File: src/rtl/qc_pkg.sv
// qc_pkg: shared types and constants for the quantum-state UART loader
package qc_pkg;
  localparam int Q = 6;
  localparam int N = 8;
  localparam logic [7:0] HEADER_DEFAULT = 8'hA5;
  typedef struct packed {
    logic [N-1:0] a;
    logic [N-1:0] b;
  } complexNum;
  typedef enum logic [1:0] {RX_IDLE, RX_START, RX_DATA, RX_STOP} rx_state_t;
  typedef enum logic [1:0] {IDLE, PAYLOAD, CHECK} ld_state_t;
endpackage

File: src/rtl/uart_rx.sv
// uart_rx: 8N1 serial receiver with input synchronizer and start-bit glitch rejection
module uart_rx
  import qc_pkg::*;
#(
  parameter int CLKS_PER_BIT = 868
) (
  input  logic       clk,
  input  logic       reset,
  input  logic       rx,
  output logic [7:0] data,
  output logic       byte_valid,
  output logic       frame_err
);
  localparam int CW = $clog2(CLKS_PER_BIT);
  localparam logic [CW-1:0] HALF_M1 = CW'(CLKS_PER_BIT / 2 - 1);
  localparam logic [CW-1:0] FULL_M1 = CW'(CLKS_PER_BIT - 1);
  rx_state_t st, nxt;
  logic [1:0] sync;
  logic line, prev;
  logic [CW-1:0] cnt;
  logic [2:0] bit_idx;
  logic tick_half, tick_full;
  assign line = sync[1];
  assign tick_half = cnt == HALF_M1;
  assign tick_full = cnt == FULL_M1;
  // two-stage synchronizer plus delayed copy for falling-edge detection; idles high
  always_ff @(posedge clk or posedge reset)
    if (reset) {sync, prev} <= 3'b111;
    else {sync, prev} <= {sync[0], rx, line};
  // state register
  always_ff @(posedge clk or posedge reset)
    if (reset) st <= RX_IDLE;
    else st <= nxt;
  // next state: start edge, mid-start check, eight data bits, stop bit
  always_comb begin
    nxt = st;
    case (st)
      RX_IDLE:  nxt = (prev && !line) ? RX_START : RX_IDLE;
      RX_START: nxt = tick_half ? (line ? RX_IDLE : RX_DATA) : RX_START;
      RX_DATA:  nxt = (tick_full && bit_idx == 3'd7) ? RX_STOP : RX_DATA;
      RX_STOP:  nxt = tick_full ? RX_IDLE : RX_STOP;
      default:  nxt = RX_IDLE;
    endcase
  end
  // bit timer, shift register and one-cycle result pulses
  always_ff @(posedge clk or posedge reset)
    if (reset) begin
      cnt        <= '0;
      bit_idx    <= '0;
      data       <= '0;
      byte_valid <= 1'b0;
      frame_err  <= 1'b0;
    end else begin
      cnt        <= (st == RX_IDLE || st != nxt || (st == RX_DATA && tick_full)) ? '0 : cnt + 1'b1;
      bit_idx    <= (st == RX_START) ? '0 : (st == RX_DATA && tick_full) ? bit_idx + 1'b1 : bit_idx;
      data       <= (st == RX_DATA && tick_full) ? {line, data[7:1]} : data;
      byte_valid <= st == RX_STOP && tick_full && line;
      frame_err  <= st == RX_STOP && tick_full && !line;
    end
endmodule

File: src/rtl/uart_state_loader.sv
// uart_state_loader: receives checksummed frames of complex amplitudes over UART and commits them atomically
module uart_state_loader
  import qc_pkg::*;
#(
  parameter int         N_STATES     = 2,
  parameter int         CLKS_PER_BIT = 868,
  parameter logic [7:0] HEADER       = HEADER_DEFAULT
) (
  input  logic                  clk,
  input  logic                  reset,
  input  logic                  RsRx,
  output logic [N_STATES*8-1:0] state_a,
  output logic [N_STATES*8-1:0] state_b,
  output logic                  load_done,
  output logic                  chk_err,
  output logic                  frame_err,
  output logic                  busy
);
  localparam int NB = 2 * N_STATES;
  localparam int IW = $clog2(NB + 1);
  localparam logic [IW-1:0] LAST = IW'(NB - 1);
  ld_state_t st, nxt;
  logic [7:0] data, chk;
  logic byte_valid;
  logic [IW-1:0] idx;
  complexNum shadow [N_STATES];
  logic start, take, commit, bad;
  uart_rx #(.CLKS_PER_BIT(CLKS_PER_BIT)) u_rx (
    .clk       (clk),
    .reset     (reset),
    .rx        (RsRx),
    .data      (data),
    .byte_valid(byte_valid),
    .frame_err (frame_err)
  );
  assign start  = byte_valid && st == IDLE && data == HEADER;
  assign take   = byte_valid && st == PAYLOAD;
  assign commit = byte_valid && st == CHECK && data == chk;
  assign bad    = byte_valid && st == CHECK && data != chk;
  // state register; busy follows the state that is being entered
  always_ff @(posedge clk or posedge reset)
    if (reset) begin
      st   <= IDLE;
      busy <= 1'b0;
    end else begin
      st   <= nxt;
      busy <= nxt != IDLE;
    end
  // next state: a receive framing error always abandons the frame
  always_comb begin
    nxt = st;
    if (frame_err) nxt = IDLE;
    else if (byte_valid)
      case (st)
        IDLE:    nxt = (data == HEADER) ? PAYLOAD : IDLE;
        PAYLOAD: nxt = (idx == LAST) ? CHECK : PAYLOAD;
        CHECK:   nxt = IDLE;
        default: nxt = IDLE;
      endcase
  end
  // payload collects into shadow; outputs copy from shadow only on a good checksum
  always_ff @(posedge clk or posedge reset)
    if (reset) begin
      idx       <= '0;
      chk       <= '0;
      state_a   <= '0;
      state_b   <= '0;
      load_done <= 1'b0;
      chk_err   <= 1'b0;
      for (int i = 0; i < N_STATES; i++) shadow[i] <= '0;
    end else begin
      load_done <= commit;
      chk_err   <= bad;
      if (start) begin
        idx <= '0;
        chk <= '0;
      end
      if (take) begin
        idx <= idx + 1'b1;
        chk <= chk ^ data;
        for (int i = 0; i < N_STATES; i++) begin
          if (idx == IW'(2 * i)) shadow[i].a <= data;
          if (idx == IW'(2 * i + 1)) shadow[i].b <= data;
        end
      end
      if (commit)
        for (int i = 0; i < N_STATES; i++) begin
          state_a[8*i +: 8] <= shadow[i].a;
          state_b[8*i +: 8] <= shadow[i].b;
        end
    end
endmodule

File: config.mk
export PLATFORM = sky130hd
export DESIGN_NAME = uart_state_loader
export DESIGN_NICKNAME = d
export VERILOG_FILES = /design/src/rtl/qc_pkg.sv /design/src/rtl/uart_rx.sv /design/src/rtl/uart_state_loader.sv
export SDC_FILE = /design/constraint.sdc
export NUM_CORES = 1
export LEC_CHECK = 0
export ABC_AREA = 1
export BUFFER_PORTS_ARGS = -buffer_cell sky130_fd_sc_hd__buf_2
export CAP_MARGIN = 40
export CORE_MARGIN = 1.5
export CORE_UTILIZATION = 40
export DETAILED_ROUTE_END_ITERATION = 7
export PLACE_DENSITY = 0.54
export SYNTH_ARGS = -nofsm -noshare
export SYNTH_HDL_FRONTEND = slang
export SYNTH_HIERARCHICAL = 1
export SYNTH_SLANG_ARGS = --single-unit
File: constraint.sdc
create_clock -name clk -period 3.2 [get_ports clk]
set_clock_uncertainty 0.05 [all_clocks]
set_input_delay 0.16 -clock clk [delete_from_list [all_inputs] [get_ports clk]]
set_output_delay 0.16 -clock clk [all_outputs]
set_load 0.005 [all_outputs]
==> impl_metrics.sql <==
INSERT INTO impl_metrics (metric_group, metric, value, unit) VALUES
('final_layout', 'finish.instance_area', '5420', 'um^2'),
('place', 'post_dp_cell_area', '5110', 'um^2'),
('place', 'numPortBuffers', '38', ''),
('worst_setup_path', 'cp_max_fo', '33', ''),
('cts', 'tritoncts', 'done', ''),
('worst_setup_path', 'regToRegStartpoint', 'u_rx/data[1]$_DFFE_PP0P_', ''),
('route', 'drt-vias-per-instance', '4.89', ''),
('cts', 'cts-hold-fix-buffers', '2', ''),
('route', 'initialDrtViolationCount', '137', ''),
('outcome', 'outcome', 'complete, but fails checks', ''),
('route', 'avgRoutedWirePerCell', '14.3', 'um'),
('route', 'wl', '9840', 'um'),
('final_layout', 'design.final.nets', '551', ''),
('route', 'drtPass1Iterations', '7', ''),
('synth', 'ys.warnings.count', '6', ''),
('worst_setup_path', 'minimum_setup_slack_among_reg_to_reg_paths', '1.03', 'ns'),
('synth', 'postSynthNetCount', '514', ''),
('place', 'gp_congestion', '0.769', ''),
('route', 'drcViolationCount', '4', ''),
('worst_setup_path', 'rr_worst_depth', '8', ''),
('timing', 'relSlewSlack', '61.6', '%'),
('timing', 'clock.fmax', '0.461', 'GHz'),
('floorplanning', 'initial_utilization', '41.5', '%'),
('final_layout', 'antennaDiodeCount', '0', ''),
('global_route', 'grt_pass1_wl', '17000', 'um'),
('timing', 'worst-slew-pin-transition', '0.574', 'ns'),
('timing', 'holdWs', '0.197', 'ns'),
('final_layout', 'final_cell_mix', 'nand2_1, dfrtp_1, buf_2, o21ai_1, nand4_1', ''),
('timing', 'tns', '0', 'ns'),
('timing', 'finalCriticalPeriod', '2.17', 'ns'),
('final_layout', 'multi_input_comb_area', '1780', 'um^2'),
('outcome', 'violations', 'DRC', ''),
('timing', 'drv_slew', '0', ''),
('floorplanning', 'die_height', '113', 'um'),
('cts', 'clk_root_buffer_cell', 'clkbuf_16', ''),
('synth', 'synth_area_per_cell', '9.56', 'um^2'),
('global_route', 'grt_max_degree', '47', ''),
('timing', 'unrepaired_setup_endpoints_after_global_routing', 'no', ''),
('route', 'ant_nets', '0', ''),
('cts', 'cts_made_buffers', '9', ''),
('global_route', 'm3_gr_usage', '2.97', '%'),
('worst_setup_path', 'worstSetupPathType', 'register to register', ''),
('flow_run', 'drv_cap', '0', ''),
('final_layout', 'final_common_cell', 'nand2_1', ''),
('power_and_ir_drop', 'power_density', '497', 'nW/um^2'),
('floorplanning', 'core_area', '11600', 'um^2'),
('power_and_ir_drop', 'finalPower', '2.69', 'mW'),
('place', 'place_worst_setup_slack', '1.02', 'ns'),
('floorplanning', 'die_w', '113', 'um'),
('synth', 'synthDominantCellAreaShare', '54.8', '%'),
('place', 'post-dp-hpwl', '6870', 'um'),
('final_layout', 'final_core_util', '46.8', '%'),
('synth', 'synth_top_area_cell', 'dfrtp_1', ''),
('final_layout', 'nFillCells', '1130', ''),
('synth', 'ys_seq_elements', '108', ''),
('worst_setup_path', 'worst_setup_path_end_kind', 'register', ''),
('synth', 'synthDistinctLibCells', '28', ''),
('global_route', 'globalRouteOverflowTotal', '0', ''),
('hold_path', 'min-delay-path-class', 'primary input to async pin', ''),
('synth', 'synth_top_cells_by_area', 'dfrtp_1, nand2_1, nand4_1', ''),
('global_route', 'antenna_found_initial', '0', ''),
('cts', 'tritoncts_num_sinks', '108', ''),
('final_layout', 'area_growth', '12.9', '%'),
('timing', 'finalHoldViolations', '0', ''),
('cts', 'post-cts-setup-buffers', '0', ''),
('final_layout', 'instances_no_fill', '687', ''),
('cts', 'cts-htree-levels', '3', ''),
('place', 'place.detailed.instances', '669', ''),
('power_and_ir_drop', 'vdd_ir_drop_max', '0.293', 'mV'),
('global_route', 'via_count_of_the_first_global_routing_pass', '3333', ''),
('cts', 'cts_resized', '0', '');
## worst max path at each step
stage	start	slack (ns)	to	depth (start not counted)
3_5_place_dp	u_rx/data[1]$_DFFE_PP0P_	1.02	state_a[14]$_DFFE_PP0P_	8
6_report	u_rx/data[1]$_DFFE_PP0P_	1.03	state_a[14]$_DFFE_PP0P_	8
2_1_floorplan	reset	0.94	busy$_DFF_PP0_	1
3_3_place_gp	u_rx/data[1]$_DFFE_PP0P_	1.08	state_a[9]$_DFFE_PP0P_	8
4_1_cts	u_rx/data[1]$_DFFE_PP0P_	1.00	state_a[14]$_DFFE_PP0P_	8
5_1_grt	u_rx/data[1]$_DFFE_PP0P_	0.75	state_a[3]$_DFFE_PP0P_	8
## area by class of cell
type	instances	share of cell area (%)
sequential	108	50.0
multi-input combinational	334	32.9
timing repair buffer	46	5.68
clock buffer	10	4.41
tap	143	3.30
inverter	40	2.84
clock inverter	6	0.878
## critical path, stage by stage (launching register included)
cell and delay (ns):
dfrtp_1 0.43, inv_2 0.16, nand2_1 0.07, nand2_1 0.09, nand2_1 0.09, nor2_4 0.48
nand3_4 0.43, nand2_1 0.18, nand2_1 0.06
## state kept, by name, indices dropped and copies added (netlist names)
name and cells:
u_rx/bit_idx 3, chk 8, u_rx/frame_err 1, u_rx/cnt 10
u_rx/byte_valid 1, state_b 16, busy 1, st 2
u_rx/st 2, u_rx/data 8, load_done 1, shadow 32
u_rx/prev 1, u_rx/sync 2, chk_err 1, state_a 16
idx 3
## metal layers
layer	up-vias	part of all wire, %
met3	14	2.8
met4	0	2.3
li1	1705	-
met1	1597	49
met5	-	0
met2	46	46
## synth_stat cells (all sizes together)
library cell  count
buf              20
ha                9
nor2             30
dfrtp           105
nand3            25
o21ai            47
nor3              3
inv              40
a21oi             1
nand2           175
a21boi            1
xor2              6
nand4            34
xnor2             3
dfstp             3
## report_power, final
group	internal, mW	switching [mW]	leakage (nW)	total (mW)
logic	0.0723	0.106	1.12	0.178
registers	1.40	0.0438	1.49	1.44
clock network	0.555	0.514	0.139	1.07
## logic make-up (layout without fill, tap and decap cells)
| group | Yosys count | after routing | synth area share [%] |
|---|---|---|---|
| and+or+nand+nor | 267 | 267 | 27.5 |
| DFF | 108 | 108 | 56.4 |
| buffers and inverters | 60 | 102 | 6.39 |
| AOI/OAI and AO/OA | 49 | 49 | 5.71 |
| adders and majority gates | 9 | 9 | 2.35 |
| xor gates and xnor gates | 9 | 9 | 1.64 |
(Power assumes the default switching activity.)
